### src/rtl/mem_bus_arbiter.sv
// Two-requester round-robin arbiter onto one shared memory bus.
// Optional grant watchdog: define MEM_ARB_TIMEOUT_EN.
//
// Ports:
//   clk, resetn          clock, synchronous active-low reset
//   mN_valid/instr/addr/wdata/wstrb   requester N request (N=0,1)
//   mN_ready/rdata       requester N completion and read data
//   s_valid/instr/addr/wdata/wstrb    shared memory request
//   s_ready/rdata        shared memory completion and read data
//   grant_id             last or current granted requester
//   timeout_err          one-cycle pulse on forced completion
module mem_bus_arbiter #(
  parameter int TIMEOUT_CYCLES = 255
) (
  input  logic        clk,
  input  logic        resetn,
  input  logic        m0_valid,
  input  logic        m0_instr,
  input  logic [31:0] m0_addr,
  input  logic [31:0] m0_wdata,
  input  logic [3:0]  m0_wstrb,
  output logic        m0_ready,
  output logic [31:0] m0_rdata,
  input  logic        m1_valid,
  input  logic        m1_instr,
  input  logic [31:0] m1_addr,
  input  logic [31:0] m1_wdata,
  input  logic [3:0]  m1_wstrb,
  output logic        m1_ready,
  output logic [31:0] m1_rdata,
  output logic        s_valid,
  output logic        s_instr,
  output logic [31:0] s_addr,
  output logic [31:0] s_wdata,
  output logic [3:0]  s_wstrb,
  input  logic        s_ready,
  input  logic [31:0] s_rdata,
  output logic        grant_id,
  output logic        timeout_err
);

  typedef enum logic [1:0] {
    IDLE,
    GNT0,
    GNT1
  } state_t;

  state_t state;
  logic   gid_q;

  logic        gnt0;
  logic        gnt1;
  logic        g_valid;
  logic        done;
  logic        tmo;
  logic        rsp_ready;
  logic [31:0] rsp_data;

  assign gnt0     = (state == GNT0);
  assign gnt1     = (state == GNT1);
  assign grant_id = gid_q;

  always_comb begin
    g_valid = 1'b0;
    unique case (1'b1)
      gnt0:    g_valid = m0_valid;
      gnt1:    g_valid = m1_valid;
      default: g_valid = 1'b0;
    endcase
  end

`ifdef MEM_ARB_TIMEOUT_EN
  localparam int CW =
    ($clog2(TIMEOUT_CYCLES + 1) > 8) ?
    $clog2(TIMEOUT_CYCLES + 1) : 8;

  logic [CW-1:0] cnt;

  // Forced completion once the grant has waited the full budget.
  assign tmo = g_valid && (cnt == CW'(TIMEOUT_CYCLES));
  assign timeout_err = tmo;
`else
  logic unused_tmo;

  assign unused_tmo  = (TIMEOUT_CYCLES == 0);
  assign tmo         = 1'b0;
  assign timeout_err = 1'b0;
`endif

  always_comb begin
    s_valid = 1'b0;
    s_instr = 1'b0;
    s_addr  = '0;
    s_wdata = '0;
    s_wstrb = '0;
    unique case (1'b1)
      gnt0: begin
        s_valid = m0_valid & ~tmo;
        s_instr = m0_instr;
        s_addr  = m0_addr;
        s_wdata = m0_wdata;
        s_wstrb = m0_wstrb;
      end
      gnt1: begin
        s_valid = m1_valid & ~tmo;
        s_instr = m1_instr;
        s_addr  = m1_addr;
        s_wdata = m1_wdata;
        s_wstrb = m1_wstrb;
      end
      default: ;
    endcase
  end

  assign done      = s_valid & s_ready;
  assign rsp_ready = done | tmo;
  assign rsp_data  = tmo ? 32'hDEAD_BEEF : s_rdata;

  assign m0_ready = gnt0 & rsp_ready;
  assign m1_ready = gnt1 & rsp_ready;
  assign m0_rdata = gnt0 ? rsp_data : '0;
  assign m1_rdata = gnt1 ? rsp_data : '0;

  always_ff @(posedge clk) begin
    if (!resetn) begin
      state <= IDLE;
      gid_q <= 1'b1;
`ifdef MEM_ARB_TIMEOUT_EN
      cnt   <= '0;
`endif
    end else begin
      unique case (state)
        IDLE: begin
`ifdef MEM_ARB_TIMEOUT_EN
          cnt <= '0;
`endif
          // On contention the requester not served last wins.
          if (m0_valid && m1_valid) begin
            state <= gid_q ? GNT0 : GNT1;
            gid_q <= ~gid_q;
          end else if (m0_valid) begin
            state <= GNT0;
            gid_q <= 1'b0;
          end else if (m1_valid) begin
            state <= GNT1;
            gid_q <= 1'b1;
          end
        end
        GNT0, GNT1: begin
`ifdef MEM_ARB_TIMEOUT_EN
          if (!s_ready) cnt <= cnt + 1'b1;
`endif
          // Abort, completion or forced completion all end the grant.
          if (!g_valid || done || tmo) state <= IDLE;
        end
        default: state <= IDLE;
      endcase
    end
  end

endmodule

### config.mk
export PLATFORM = sky130hd
export DESIGN_NAME = mem_bus_arbiter
export DESIGN_NICKNAME = d
export VERILOG_FILES = /design/src/rtl/mem_bus_arbiter.sv
export SDC_FILE = /design/constraint.sdc
export NUM_CORES = 1
export LEC_CHECK = 0
export ABC_AREA = 1
export CAP_MARGIN = 20
export CORE_AREA = 2 2 122 124
export DETAILED_ROUTE_END_ITERATION = 12
export DIE_AREA = 0 0 124 126
export PLACE_DENSITY_LB_ADDON = 0.3
export SETUP_SLACK_MARGIN = 0.02
export SYNTH_ARGS = -nofsm -noshare
export SYNTH_HDL_FRONTEND = slang
export SYNTH_SLANG_ARGS = --single-unit
### constraint.sdc
create_clock -name clk -period 1.8 [get_ports clk]
set_input_delay 0.36 -clock clk [delete_from_list [all_inputs] [get_ports clk]]
set_output_delay 0.36 -clock clk [all_outputs]
set_load 0.05 [all_outputs]
==> impl_results.md <==
* DP Worst Slack at -0.107 ns
* Starting DRT DRC Count at 69
* Area grow syn2layout at 364%
* H-tree Lvls at 1
* Combinational fraction of design power at 87.3%
* Sequential fraction of design power at 2.3%
* Worst Min Path Start: grant_id
* Port buffer count at 311
* FP Rows at 44
* Total core area at between 10000 and 15000 um2
* Final Cycle Share at 111%
* Pin count of the biggest net entering global routing at 37
* Max-cap violations at 0
* Highest clock rate at 502 MHz
* Fin. Hold Viols at 0
* Sw Ratio at 45.8%
* Int Pwr at 1.88 mW
* Gr ovfl total at 0
* Critical Path AT at 1.63 ns
* Startpoint types: register
* Initial antenna violation count at 0
* GRT Total Usage at 15.4%
* Worst skew pair latency at 0.23 ns
* DIE HEIGHT at around 130 um
* Clk sinks at 3
* Layout cells sized above 1 at 55.0%
* Worst vdd ir at 0.338 mV
* Worst Setup Slack, final at -0.192 ns
* Root buffer cell: clkbuf_16
* Finished Core Util at 56.5%
* CTS Buffer Depth at 2
* Post-synthesis sequential area ratio at 3.44%
* Cell area after synthesis at 1740 um2
* Ys Warns at 0
* Io pins at ~310
* Syn nets at 580
* Switching Power at between 1.5 and 2 mW
* Worst path cell trace: inv_4, ha_4, clkinv_8, buf_12, a21oi_1, buf_12
* Die X at 124 um
* Failing checks: setup timing
* Global-route wire length before repair at 18900 um
* Diodes inserted at 0
* Layout Nets at approximately 930
* Clock share of power at 10.4%
* Final WL at about 15000 um
* # DRC at 0
* Critical Path RT at 1.44 ns
* Crit Path Max Fanout at 33
* WL per Instance at 15.9 um
* Number of synthesized register bits at 3
* CP max stage cell: dfxtp_2
* WHS at 0.532 ns
* Status: finished with violations
* Slew Limit Fails at 0
* Tmin final at around 2.0 ns
* Via/cell ratio at 4.10
* Die area at 15600 um2
* DRT Pass-1 Iters at 5
* Post-Synthesis Cells at 402
* Setup Skew at a little over 0.0008 ns
* Hold Crit Class: register to register
* Crit. End Element: output port
* CTS buffer count at 3
* CTS tree: yes
* Fin Setup TNS at -13.65 ns
* Final setup viols at 129
* Syn Area/Cell at 4.34 um2
* RSZ-0062 raised after global routing: yes
* Pwr dens at 429 nW/um2
* Final weighted congestion in routability-driven placement at between 0.7 and 0.8
* Vias in the first global route at 3551
* ANT nets after route at 0
* Initial core utilization at about 12%
* Kind of critical path: register to output port
* CP peak stage delay at around 0.34 ns
* P_leak at 3.23 nW
* Worst R2R Path Depth at 10
* Hold depth at 2
* CP Launch Point: state[0]
* Total number of vias at 3816
* Yosys cell types at 15
* Hpwl dp at approximately 10000 um
* RR Startpoint: state[0]
* Most used cell, CP: buf_12
* Clock-pin slew on the worst setup and hold paths at 0.03 ns
==> per-stage QoR <==
| stage | total power [mW] | area [um2] | std cells |
|---|---|---|---|
| after floorplan | 1.17 | 2030 | 402 |
| after global placement | 2.53 | 6860 | 890 |
| after detailed placement | 2.53 | 6860 | 890 |
| after CTS | 3.14 | 7320 | 903 |
| after global routing | 3.63 | 8090 | 930 |
| final | 3.47 | 8090 | 930 |
==> routing by layer <==
metal / up-vias / part of all wire (%) / track usage, %
met5: - / 0 / 0
met4: 0 / 1.7 / 3.17
met3: 23 / 9.6 / 4.53
met2: 203 / 54 / 30.2
met1: 1707 / 35 / 15.9
li1: 1883 / - / -
==> registers in the layout (all words and copies together), names as in the netlist <==
name,flops
grant_id,1
state,2
==> critical path: cells and delay by family (launching register included) <==
| family | cells | cell delay [ns] |
|---|---|---|
| compound gates | 1 | 0.24 |
| fa+ha+maj | 1 | 0.30 |
| buf+inv | 4 | 0.49 |
| flops | 1 | 0.34 |
==> area by class of cell <==
class | instances | area, um2
fillers | 1235 | 6220
well taps | 184 | 230
clock buffers | 4 | 78.8
repair buffers | 370 | 5450
inverters | 72 | 285
flip-flops and latches | 3 | 62.6
multi-input cells | 297 | 1990
==> cells in the mapped netlist <==
master / n / area [um2]
nand2_1: 211 / 792
a21oi_1: 73 / 365
inv_1: 71 / 267
buf_4: 13 / 97.6
buf_2: 9 / 45.0
clkbuf_1: 7 / 26.3
nor2_1: 4 / 15.0
dfxtp_1: 3 / 60.1
ha_1: 3 / 37.5
nand3_1: 2 / 10.0
o21ai_0: 2 / 10.0
a21boi_0: 1 / 7.51
buf_1: 1 / 3.75
conb_1: 1 / 3.75
inv_2: 1 / 3.75
==> power by group through the flow <==
stage          sequential (mW)  combinational [mW]  clock, mW
5_1_grt                 0.0817                3.17      0.378
3_3_place_gp            0.0809                2.45          0
4_1_cts                 0.0802                2.69      0.372
3_5_place_dp            0.0810                2.45          0
6_report                0.0811                3.03      0.360
2_1_floorplan           0.0916                1.08          0
==> worst paths after layout <==
| check | to | slack (ns) |
|---|---|---|
| worst min-delay path | grant_id | 0.53 |
| worst max-delay path | s_wdata[19] | -0.19 |
| worst min register to register | grant_id | 0.53 |
| worst max register to register | state[0] | 0.27 |
==> placed cells by master (no fill, tap or decap) <==
master / n
nand2_4: 4
inv_4: 1
a21boi_0: 1
inv_2: 65
buf_8: 12
inv_1: 5
nor2_4: 2
buf_6: 7
dfxtp_1: 1
a21oi_4: 33
buf_16: 2
o21ai_0: 2
ha_4: 3
nor2_1: 2
clkinv_8: 1
a21oi_1: 6
conb_1: 1
clkdlybuf4s50_1: 174
buf_4: 15
a21oi_2: 34
bufbuf_16: 2
nand3_1: 2
buf_12: 148
nand2_1: 141
nand2_2: 66
clkbuf_1: 1
clkbuf_16: 13
dfxtp_2: 2
==> cells by family after synthesis <==
| group | after synthesis | synth area share [%] |
|---|---|---|
| AO/OA/AOI/OAI | 76 | 22.0 |
| adder cells (fa/ha/maj) | 3 | 2.15 |
| buffers and inverters | 102 | 25.4 |
| flip-flops | 3 | 3.44 |
| other | 1 | 0.215 |
| AND/OR/NAND/NOR | 217 | 46.8 |
==> repair_timing <==
action                                  4_1_cts  5_1_grt
hold buffers                                  0        0
resized for setup                            71      155
pin swaps                                     3       22
setup buffers                                 5       11
endpoints found under the setup margin      112      128
endpoints found under the hold margin         0        0
gates cloned                                  4       16
(Power assumes the default switching activity.)
